### config.mk
export PLATFORM = sky130hd
export DESIGN_NAME = elevator_scan_ctrl
export DESIGN_NICKNAME = d
export VERILOG_FILES = /design/src/rtl/elevator_scan_ctrl.sv
export SDC_FILE = /design/constraint.sdc
export NUM_CORES = 1
export LEC_CHECK = 0
export CELL_PAD_IN_SITES_DETAIL_PLACEMENT = 1
export CELL_PAD_IN_SITES_GLOBAL_PLACEMENT = 2
export CORE_UTILIZATION = 30
export CTS_CLUSTER_DIAMETER = 40
export CTS_CLUSTER_SIZE = 25
export DETAILED_ROUTE_END_ITERATION = 10
export PLACE_DENSITY_LB_ADDON = 0.12
export SLEW_MARGIN = 20
export SYNTH_ARGS = -nofsm -noshare
export SYNTH_HDL_FRONTEND = slang
export SYNTH_SLANG_ARGS = --single-unit
### constraint.sdc
create_clock -name CLK -period 4.9 [get_ports CLK]
set_input_delay 0.98 -clock CLK [delete_from_list [all_inputs] [get_ports CLK]]
set_output_delay 0.98 -clock CLK [all_outputs]
set_load 0.1 [all_outputs]
### src/rtl/elevator_scan_ctrl.sv
// elevator_scan_ctrl: N-floor SCAN elevator controller with latched calls, travel timing and door dwell
module elevator_scan_ctrl #(
    parameter int NUM_FLOORS    = 4,
    parameter int FLOOR_W       = 2,
    parameter int TRAVEL_CYCLES = 8,
    parameter int DOOR_CYCLES   = 4
) (
    input  logic                  CLK,
    input  logic                  RST,
    input  logic [NUM_FLOORS-1:0] interior_panel,
    input  logic [NUM_FLOORS-1:0] exterior_panel,
    output logic [1:0]            engine,
    output logic [NUM_FLOORS-1:0] doors,
    output logic [FLOOR_W-1:0]    current_floor,
    output logic [NUM_FLOORS-1:0] pending
);
    localparam int CMAX = (TRAVEL_CYCLES > DOOR_CYCLES) ? TRAVEL_CYCLES : DOOR_CYCLES;
    localparam int CW   = (CMAX > 1) ? $clog2(CMAX) : 1;
    localparam logic [CW-1:0]      TRAVEL_LOAD = CW'(TRAVEL_CYCLES - 1);
    localparam logic [CW-1:0]      DOOR_LOAD   = CW'(DOOR_CYCLES - 1);
    localparam logic [FLOOR_W-1:0] TOP         = FLOOR_W'(NUM_FLOORS - 1);

    typedef enum logic [1:0] {IDLE, MOVING, DOOR_OPEN} state_t;

    state_t                state;
    logic                  dir;
    logic [CW-1:0]         travel_cnt, door_cnt;
    logic [NUM_FLOORS-1:0] press, here, next_here, clear;
    logic [FLOOR_W-1:0]    next_floor;
    logic                  dir_here, dir_next;
    logic                  ahead_up, ahead_dn, ahead_up_next, ahead_dn_next;
    logic                  can_move_here, move_dir_here, can_move_next, move_dir_next;
    logic                  call_here, stop_next, door_press;

    function automatic logic [NUM_FLOORS-1:0] onehot(input logic [FLOOR_W-1:0] f);
        return NUM_FLOORS'(1) << f;
    endfunction

    function automatic logic any_above(input logic [NUM_FLOORS-1:0] v, input logic [FLOOR_W-1:0] f);
        logic r;
        r = 1'b0;
        for (int i = 0; i < NUM_FLOORS; i++)
            if (FLOOR_W'(i) > f) r = r | v[i];
        return r;
    endfunction

    function automatic logic any_below(input logic [NUM_FLOORS-1:0] v, input logic [FLOOR_W-1:0] f);
        logic r;
        r = 1'b0;
        for (int i = 0; i < NUM_FLOORS; i++)
            if (FLOOR_W'(i) < f) r = r | v[i];
        return r;
    endfunction

    // Direction is pinned at the end floors so the cabin can never run off the shaft
    function automatic logic forced_dir(input logic [FLOOR_W-1:0] f, input logic d);
        return (f == TOP) ? 1'b1 : (f == '0) ? 1'b0 : d;
    endfunction

    always_comb begin
        press         = interior_panel | exterior_panel;
        here          = onehot(current_floor);
        next_floor    = dir ? current_floor - FLOOR_W'(1) : current_floor + FLOOR_W'(1);
        next_here     = onehot(next_floor);
        dir_here      = forced_dir(current_floor, dir);
        dir_next      = forced_dir(next_floor, dir);
        ahead_up      = any_above(pending, current_floor);
        ahead_dn      = any_below(pending, current_floor);
        ahead_up_next = any_above(pending, next_floor);
        ahead_dn_next = any_below(pending, next_floor);
        can_move_here = ahead_up | ahead_dn;
        move_dir_here = dir_here ? ahead_dn : !ahead_up;
        can_move_next = ahead_up_next | ahead_dn_next;
        move_dir_next = dir_next ? ahead_dn_next : !ahead_up_next;
        call_here     = |((pending | press) & here);
        stop_next     = |(pending & next_here);
        door_press    = |(press & here);
        clear         = (state == DOOR_OPEN || (state == IDLE && call_here)) ? here :
                        (state == MOVING && travel_cnt == '0 && stop_next) ? next_here : '0;
    end

    always_ff @(posedge CLK) begin
        if (!RST) begin
            state         <= IDLE;
            current_floor <= '0;
            dir           <= 1'b0;
            pending       <= '0;
            engine        <= 2'b00;
            doors         <= '0;
            travel_cnt    <= '0;
            door_cnt      <= '0;
        end else begin
            pending <= (pending | press) & ~clear;
            case (state)
                IDLE: begin
                    if (call_here) begin
                        state    <= DOOR_OPEN;
                        door_cnt <= DOOR_LOAD;
                        doors    <= here;
                    end else if (can_move_here) begin
                        state      <= MOVING;
                        dir        <= move_dir_here;
                        travel_cnt <= TRAVEL_LOAD;
                        engine     <= {1'b1, move_dir_here};
                    end
                end
                MOVING: begin
                    if (travel_cnt != '0) begin
                        travel_cnt <= travel_cnt - CW'(1);
                    end else begin
                        current_floor <= next_floor;
                        if (stop_next) begin
                            state    <= DOOR_OPEN;
                            dir      <= dir_next;
                            door_cnt <= DOOR_LOAD;
                            doors    <= next_here;
                            engine   <= 2'b00;
                        end else if (can_move_next) begin
                            dir        <= move_dir_next;
                            travel_cnt <= TRAVEL_LOAD;
                            engine     <= {1'b1, move_dir_next};
                        end else begin
                            state  <= IDLE;
                            dir    <= dir_next;
                            engine <= 2'b00;
                        end
                    end
                end
                DOOR_OPEN: begin
                    if (door_press) begin
                        door_cnt <= DOOR_LOAD;
                    end else if (door_cnt != '0) begin
                        door_cnt <= door_cnt - CW'(1);
                    end else begin
                        doors <= '0;
                        if (can_move_here) begin
                            state      <= MOVING;
                            dir        <= move_dir_here;
                            travel_cnt <= TRAVEL_LOAD;
                            engine     <= {1'b1, move_dir_here};
                        end else begin
                            state <= IDLE;
                        end
                    end
                end
                default: begin
                    state  <= IDLE;
                    engine <= 2'b00;
                    doors  <= '0;
                end
            endcase
        end
    end
endmodule

==> results list, run 1 <==
- Status: completed
* Post-Place Setup Slack: 1.70 ns
- In the routed design, unresolved DRC markers number 0.
- For this run the aggregate overflow at the end of global routing stands at 0.
- Leakage: between 0.0007 and 0.0008 uW
* Synthesized area per cell: between 8 and 9 um2
- In this design, the largest share of critical-path delay is due to buffers and inverters.
* Maximum number of buffers from clock root to sink: 2
* Area of the placeable core: 0.00479 mm2
- Fill cell total of the finished layout: around 580
* Worst setup skew after layout: 0.00206 ns
- Number of primary I/O pins: 22
* Final total power: 1300 uW
- DR pass1 iterations: 4
- Clock transition at the registers of the reported paths: about 0.080 ns
* Longest individual stage delay on the worst path: approximately 1.3 ns
- Detailed-route wire length per cell: ~17 um
* Met2 Track Usage GR: about a third
* TritonCTS clock tree: built
* Total track usage: between 10% and 20%
- Measured against its own limit, the worst slew margin works out to about a third.
- Sequential-to-total area share from yosys stat: 27.7%
- Final Routed Wirelength: approximately 4.5 mm
- Largest area contributor in the netlist: dfxtp_1
- Unrepaired setup endpoints after global routing: no
- Area occupied by multi-input gates: between 0.001 and 0.0015 mm2
- Gate count after technology mapping: about 180
- Async SR Flop Fraction: 0%
- The top cell types in the final layout, fill and taps aside, are nor2_1 (23), dfxtp_1 (21), clkdlybuf4s50_1 (21), nand2_1 (15), o21ai_0 (13).
- Worst VDD drop: approximately 0.00029 V
* Number of warnings printed during yosys synthesis: 0
* F_max: about 0.30 GHz
- The final-report hold violation count is 0.
- In the post-route analysis, the smallest setup slack over all paths is 1.61 ns.
- The worst setup path is captured at an output pin.
- The worst register-to-register path has a depth of 8.
- Net Count, Synth: 204
- Maximum number of pins on one net before global-route repair: 21
- Vias in the first global route: 1565
* Insertion delay of the later-clocked pin in the worst-skew pair: around 0.27 ns
- STA classifies the critical path startpoint as a flip-flop.
- Dividing the final minimum period by the clock period gives 67.1%.
* Clk sinks: 21
* Diodes inserted: 0
* Commonest non-fill, non-tap cell in the layout: nor2_1
- Final layout net count: 225
* Initial antenna violation count: 0
* Post-synth EDFFs: 0
- Final Setup Violations: 0
- The floorplan step set the die height to roughly 73 um.
- Global routing used under 10% of the available met3 tracks.
- Slew Viols, Final: 0
- Worst path depth: 1
* Cell depth of the worst hold path: 2
- Shortest period the worst path allows: between 3 and 4 ns
- Cell row count: 25
* TritonCTS Buffers: 3
* Setup Fix Bufs, Post-CTS: 0
- The die covers between 0.005 and 0.006 mm2.
* Critical-path maximum fanout: 19
- Synthesis inferred 21 register bits.
* Post-synthesis instance area: between 0.0015 and 0.002 mm2
* Detailed Route Iter0 Violations: 53
- The congestion estimate from routability-driven global placement came to roughly 0.91.
* Port Buf Inserts: 21
- The area growth from synthesis to layout is 19.7%.
- In this run, distinct cell masters in the synthesized netlist total slightly below 50.
* Clock H-tree levels: 1
- Antenna viol nets, final: 0
- For this run, global-route usage on met1 was measured as between 20 and 25%.
- Min-delay worst type: reg -> reg
- For the final routed database, the setup TNS stands at 0 ns.
- Worst hold slack across all endpoints: approximately 0.47 ns
- In this run the horizontal extent of the chip is around 73 um.
- Ranked by total cell area, the synthesized netlist is headed by dfxtp_1 (28%), ha_1 (8.3%), nor2_1 (5.7%).
- Data on the critical path is required at its endpoint by 3.92 ns.
* Wire length of the first global-routing pass: roughly 7.5 mm
- The wire-length estimate of the detail-placed layout is roughly 3.6 mm.
* Number of buffers added to fix hold violations after cts: 0
- Total power per unit cell area: about 720 mW/mm2
- For this block, the via count after detailed routing is roughly 1400.
- Slowest CP cell: clkdlybuf4s50_1
- Top Usage Layer GRT: met2
- For this run, the leading register cell type out of synthesis is dfxtp_1.
* Transition time at the pin with the least slew margin: approximately 0.98 ns
- Sum of buffers and inverters on the critical path: 1
- Chain of cells forming the critical path: clkdlybuf4s50_1
- After synthesis, the largest area contributor takes up between 20% and 30% of total cell area.
* Type of the worst setup path: reg -> out
- Post-cts sizing count: 0
- Data on the critical path arrives at its endpoint at 2.31 ns.
* Detailed-route vias per instance: 5.26
* Area taken by flip-flops and latches: approximately 420 um2
- Ratio of cells with drive above 1 in the final layout: around 5.4%
- Clock root buffer master: clkbuf_8
* Maxcap violations: 0
- Initial Util: between 30% and 40%
==> power breakdown <==
part	internal, uW	switching (uW)	total, uW	leakage [uW]
combinational	297	564	862	0.000505
clock	58.1	62.3	120	0.0000228
sequential	228	92.2	320	0.000173
==> per-stage QoR <==
stage,util [%],std cells,area (um2)
4_1_cts,37.9,269,1810
3_5_place_dp,37.0,265,1770
5_1_grt,37.9,269,1810
3_3_place_gp,37.0,265,1770
2_1_floorplan,-,182,1520
6_report,37.9,269,1810
==> synth_stat cells, types with 2 or more instances <==
master / count
or3_1: 2
ha_1: 10
nand4_1: 2
nand3_1: 3
buf_2: 2
nand2_1: 15
nor3_1: 3
o21ai_0: 13
a221o_1: 2
o21bai_1: 2
o32ai_1: 2
a31oi_1: 2
mux2i_1: 6
fa_1: 2
nor2b_1: 4
o211a_1: 2
mux2_2: 2
nor2_1: 23
nand2b_1: 7
a211oi_1: 4
o31ai_1: 6
dfxtp_1: 21
a21oi_1: 8
inv_1: 11
a221oi_1: 4
==> registers in the layout, summed over array words and instances (netlist names) <==
signal / count
dir: 1
engine: 2
pending: 4
travel_cnt: 3
current_floor: 2
doors: 4
door_cnt: 3
state: 2
==> logic make-up after synthesis <==
group / Yosys count / share of synthesized area (%)
simple gates: 63 / 19.4
compound gates: 57 / 26.9
flops: 21 / 27.7
buf+inv: 17 / 5.86
fa+ha+maj: 12 / 10.9
mux: 9 / 6.44
xor+xnor: 3 / 2.73
==> metal layers <==
metal | up-vias | wire length (um)
li1 | 697 | -
met1 | 678 | 2130
met2 | 29 | 2140
met3 | 10 | 123
met4 | 0 | 162
met5 | - | 0
==> final timing paths <==
kind,start,slack [ns],to
setup / recovery,current_floor[0],1.61,current_floor[0]
hold / removal,door_cnt[1],0.47,door_cnt[1]
setup reg to reg,current_floor[0],1.73,doors[2]
hold reg to reg,door_cnt[1],0.47,door_cnt[1]
==> layout make-up <==
class | count | area share (%)
inverters | 11 | 2.28
flip-flops and latches | 21 | 23.2
well taps | 67 | 4.62
repair buffers | 22 | 12.0
clock buffers | 4 | 2.48
multi-input cells | 144 | 55.4
No activity file was read; power rests on OpenSTA's default activity.
==> run 2: changes to the inputs <==
Clock period 4.9 ns to 3.39 ns, I/O delays scaled along.
==> results list, run 2 (same netlist as run 1, synthesis figures left out) <==
* Clk sinks: 21 (unchanged)
- STA classifies the critical path endpoint as a flip-flop.
- F_max: 0.376 GHz
- The total setup violations reported at the end of the flow came to 0 (unchanged).
- Antenna viol nets, final: 0 (unchanged)
- Area occupied by multi-input gates: 0.00101 mm2 (unchanged)
- The largest vdd supply drop came to 0.000435 V (+53%).
- The number of global-route vias before repair came to 1509 (-3.6%).
* Detailed-route vias per instance: 5.31 (+0.97%)
- Final layout net count: 226 (+0.44%)
* Total track usage: 18.4% (-0.45 points)
- The register area came to 420 um2 (unchanged).
- The number of placement rows was 25 (unchanged).
- The placer congestion estimate came to 0.787 (-13%).
- Die width: 73.1 um (unchanged)
* HPWL after detailed placement: 3.36 mm (-5.5%)
* Setup TNS: 0 ns (unchanged)
- Worst slew margin relative to its limit: 35.6% (+0.94 points)
* Clock transition at the registers of the reported paths: 0.09 ns (about the same)
- The total DRC errors in the routed layout came to 0 (unchanged).
* Commonest non-fill, non-tap cell in the layout: nor2_1
* Wire length of the first global-routing pass: 7.52 mm (+0.19%)
- The final count of pins violating max slew was 0 (unchanged).
* Insertion delay of the later-clocked pin in the worst-skew pair: 0.26 ns (about the same)
* Period utilisation layout: between 70 and 80%
* Post-cts sizing count: 0 (unchanged)
* Port Buf Inserts: 21 (unchanged)
* Initial antenna violation count: 0 (unchanged)
- Setup repair after global routing left no endpoint under its margin.
- DR pass1 iterations: 4 (unchanged)
* Critical-path maximum fanout: 9 (-10)
* Area of the placeable core: 0.00479 mm2 (unchanged)
* Worst setup margin: 0.729 ns (-0.886 ns)
- Detailed-route wire length per cell: 16.6 um (-1.9%)
- Area overhead of the layout relative to synthesis: 18.9%
* Worst setup skew after layout: 0.00809 ns (+0.00604 ns)
- The routed wire length came to 4.48 mm (-1.6%).
- Largest regs: doors (4), pending (4)
* Total power per unit cell area: 1040 mW/mm2 (+45%)
* Min-delay worst type: reg -> reg
- The number of instances in the placed design was 266 (+0.38%).
- Type of the worst setup path: reg -> reg
- Detailed Route Iter0 Violations: 42 (-21%)
* Area post-placement: 0.00176 mm2 (-0.71%)
- Slowest CP cell: dfxtp_1
- The number of vias in the routed layout was 1433 (+1.3%).
- Critical path required time: 3.53 ns (-0.39 ns)
- Die ar.: 0.00534 mm2 (unchanged)
- Final hold violation count: 0 (unchanged)
* Shortest period the worst path allows: between 2 and 3 ns
* Maximum number of pins on one net before global-route repair: 21 (unchanged)
- The maximum level of the CTS H-tree came to 1 (unchanged).
* Chain of cells forming the critical path: inv_1 -> ha_1 -> xnor2_2 -> mux2_4 -> and3_1 -> o31a_1 -> mux2i_1 -> nor2_1
* Clock root buffer master: clkbuf_8
- Maximum number of buffers from clock root to sink: 2 (unchanged)
* Commonest cells after routing, fill and taps aside: nor2_1 (23), dfxtp_1 (21), nand2_1 (15), o21ai_0 (13), clkdlybuf4s50_1 (13)
- Fill cell total of the finished layout: 603 (+4.9%)
- The number of buffers added to fix hold violations after cts came to 0 (unchanged).
- Number of primary I/O pins: 22 (unchanged)
* Family with the most delay on the worst path: multiplexers
- The fraction of final layout cells sized beyond drive strength 1 was 9.85% (+4.4 points).
- The total buffers and inverters traversed by the critical path was 1 (unchanged).
* WP data arrival: 2.80 ns (+0.49 ns)
- Leakage: 0.000718 uW (+2.5%)
- TritonCTS built the clock tree.
* Summed area of non-filler cells in the final layout: 0.00180 mm2 (-0.69%)
- Diodes inserted: 0 (unchanged)
- The pin slew with the least headroom to its limit is 0.963 ns (-0.0141 ns).
* Post-Place Setup Slack: 0.571 ns (-1.13 ns)
- The TritonCTS buffer count was 3 (unchanged).
- Maxcap violations: 0 (unchanged)
- Overall die height: 73.1 um (unchanged)
- Final Non-Filler Cells: 270 (+0.37%)
- Startpoint kind of the worst setup timing path: flip-flop
* Setup Fix Bufs, Post-CTS: 0 (unchanged)
* Longest individual stage delay on the worst path: 0.47 ns (-0.79 ns)
- Status: completed
- Initial Util: 31.7% (unchanged)
* Sum of overflow across all layers after global routing: 0 (unchanged)
## run 2: cell types whose count changed in the layout (fill, tap and decap cells not counted), sizes merged
cell	change
buf	+9
clkdlybuf4s50	-8
## run 2: area by class of cell
cell class / instances / share of cell area (%)
multi-input cells: 144 / 55.8
inverters: 11 / 2.29
well taps: 67 / 4.65
flip-flops and latches: 21 / 23.3
clock buffers: 4 / 2.50
repair buffers: 23 / 11.4
## run 2: worst paths after layout
check / to / slack, ns / cells past startpoint / start
max: doors[2] / 0.73 / 8 / current_floor[1]
max reg2reg: doors[2] / 0.73 / 8 / current_floor[1]
min: doors[0] / 0.47 / 2 / doors[0]
min reg2reg: doors[0] / 0.47 / 2 / doors[0]
## run 2: routing by layer
layer	track usage [%]	vias to the layer above	share of wire, %
met3	2.07	2	2.5
met2	32.1	29	47
met5	0	-	0
li1	-	700	-
met4	3.92	0	0.56
met1	24.3	702	50
## run 2: per-stage QoR
step / utilization [%] / hold WS (ns) / power [uW]
after floorplan: - / 0.438 / 1420
after global placement: 36.7 / 0.452 / 1690
after detailed placement: 36.7 / 0.468 / 1710
after CTS: 37.6 / 0.481 / 1890
after global routing: 37.6 / 0.502 / 2040
final: 37.6 / 0.470 / 1870
## run 2: power breakdown
part           switching (uW)  internal (uW)
Clock                    88.7           83.8
Combinational             834            424
Sequential                112            329
Total                    1030            837
## run 2: worst min-delay path: stages, from the launching register on
cell and delay [ns]:
dfxtp_1 0.32, nand2_1 0.05, o21ai_0 0.06
==> run 3: changes to the inputs <==
Settings changed: CORE_UTILIZATION 30 to 29.
Clock period 3.39 ns to 2.3 ns, I/O delays scaled along.
==> results list, run 3 (same netlist as run 1, synthesis figures left out) <==
- The run finished with clean final reports.
- The final non-filler cell area came to 0.00204 mm2 (+13%).
* Largest regs: doors (4), pending (4)
- Worst slew margin relative to its limit: 65.9% (+30 points)
- The total congestion overflow came to 0 (unchanged).
- Final layout net count: 247 (+9.3%)
* Number of buffers added to fix hold violations after cts: 0 (unchanged)
- Post-Place Setup Slack: -0.0798 ns (-0.651 ns)
- Vias in the first global route: 1611 (+6.8%)
- The post-route antenna net violation count came to 0 (unchanged).
* Drc violations: 0 (unchanged)
- Total track usage: 19.2% (+0.80 points)
- Maximum number of pins on one net before global-route repair: 15 (-29%)
* Area overhead of the layout relative to synthesis: 34.4%
- STA classifies the critical path startpoint as a flip-flop.
- The area occupied by multi-input gates came to 0.00108 mm2 (+7.3%).
- Area post-placement: 0.00195 mm2 (+11%)
- The maximum net fanout on the critical path was 5 (-4).
- Clock root buffer master: clkbuf_8
- WL met3: 128 um (+12%)
* TritonCTS clock tree: built
- The clock-pin slew on the worst setup and hold paths came to 0.09 ns (about the same).
- Final Non-Filler Cells: 291 (+7.8%)
- The maximum clock insertion buffer count was 2 (unchanged).
- The setup slack of the critical path after layout was 0.0785 ns (-0.650 ns).
- The number of DRC markers after the initial detailed-route iteration was 57 (+36%).
- Routability congestion estimate: 0.842 (+7.0%)
- Shortest period the worst path allows: 2.22 ns (-0.440 ns)
- Total power per unit cell area: 1590 mW/mm2 (+53%)
- The antenna diode count was 0 (unchanged).
- DR pass1 iterations: 4 (unchanged)
- STA classifies the critical path endpoint as a flip-flop.
* Unrepaired setup endpoints after global routing: yes
- Max layer used: met4
- Insertion delay of the later-clocked pin in the worst-skew pair: 0.27 ns (about the same)
- Detailed-route wire length per cell: 16.5 um (-0.40%)
* Clk sinks: 21 (unchanged)
* Wire length of the first global-routing pass: 7.98 mm (+6.0%)
- Slew Viols, Final: 0 (unchanged)
- The fill cell total of the finished layout is 602 (-0.17%).
- The TritonCTS buffer count came to 3 (unchanged).
- The worst path required time was 2.49 ns (-1.04 ns).
- The amount of wire on met2 after detailed routing was 2.36 mm (+13%).
* Maxcap violations: 0 (unchanged)
* Commonest non-fill, non-tap cell in the layout: buf_4
- Detailed-route vias per instance: 5.15 (-3.0%)
* Area of the placeable core: 0.00488 mm2 (+2.0%)
- Final core utilization: 41.7% (+4.1 points)
* Worst setup skew after layout: 0.00487 ns (-0.00323 ns)
- The area enclosed by the die boundary was 0.00552 mm2 (+3.4%).
* Port Buf Inserts: 21 (unchanged)
* Final Setup Violations: 0 (unchanged)
- The number of I/O pins is 22 (unchanged).
- Met1 Routed Length: 2.29 mm (+2.2%)
* Min-delay worst type: reg -> reg
* Area taken by flip-flops and latches: 428 um2 (+1.8%)
- F_max: 0.450 GHz (+20%)
* Transition time at the pin with the least slew margin: 0.510 ns (-0.453 ns)
- The detailed placement HPWL is 3.86 mm (+15%).
* Initial Util: 31.1% (-0.61 points)
* Period utilisation layout: 96.6% (+18 points)
- The number of vias in the routed layout was 1498 (+4.5%).
- Worst VDD drop: 0.000714 V (+64%)
* Worst hold slack across all endpoints: 0.468 ns (-0.00147 ns)
* Overall die height: 74.3 um (+1.7%)
* Clock H-tree levels: 1 (unchanged)
* Cell row count: 25 (unchanged)
* Ratio of cells with drive above 1 in the final layout: 25.4% (+16 points)
- The setup path with the least slack is of type reg -> reg.
* Die width: 74.3 um (+1.7%)
- The number of antenna violations at the first check in global routing is 0 (unchanged).
- Final Routed Wirelength: 4.81 mm (+7.3%)
* Final hold violation count: 0 (unchanged)
* Commonest cells after routing, fill and taps aside: buf_4 (35), nor2_1 (23), dfxtp_1 (19), nand2_1 (13), o21ai_0 (11)
* Total placed cells including tap cells: 286 (+7.5%)
- WP data arrival: 2.41 ns (-0.39 ns)
* Leakage: 0.000844 uW (+18%)
## run 3: cell count changes in the layout (fill, tap and decap cells not counted), sizes merged
| cell | delta |
|---|---|
| clkinv | +1 |
| buf | +25 |
| inv | -1 |
| clkinvlp | +1 |
| clkbuf | -1 |
| clkdlybuf4s50 | -4 |
## run 3: where the power goes
group | switching (uW) | total, uW | internal, uW
registers | 128 | 618 | 490
logic | 1420 | 2360 | 940
clock network | 138 | 259 | 121
## run 3: stage by stage
stage	total power [uW]	setup TNS, ns
after floorplan	2190	-1.85
after global placement	2840	-0.0658
after detailed placement	2910	-0.112
after CTS	3180	0
after global routing	3480	-0.0365
final	3240	0
## run 3: final timing paths
path                            slack [ns]  depth (start not counted)        startpoint        end
worst max-delay path                  0.08                          8  current_floor[0]  engine[0]
worst min-delay path                  0.47                          2          doors[0]   doors[0]
worst max register to register        0.08                          8  current_floor[0]  engine[0]
worst min register to register        0.47                          2          doors[0]   doors[0]
## run 3: final cells by class
class,count,area share [%]
clock inverters,1,0.246
repair buffers,44,17.3
multi-input cells,144,53.0
well taps,67,4.12
flip-flops and latches,21,21.0
clock buffers,3,2.03
inverters,11,2.21
## run 3: repair_timing
item,in CTS,in global routing
resized for setup,0,9
setup buffers,0,1
setup endpoints to repair,0,12
## run 3: critical path, stage by stage (launching register included)
cell and delay, ns:
dfxtp_4 0.37, clkinvlp_4 0.14, ha_4 0.36, xor2_4 0.18, a21oi_2 0.07, o22a_1 0.22, a2111o_1 0.41, o21a_1 0.13
o32ai_2 0.25
## run 3: routing by layer
metal,vias up,GRT usage [%]
met3,2,2.03
met5,-,0
li1,748,-
met2,23,35.1
met1,725,24.5
met4,0,3.77
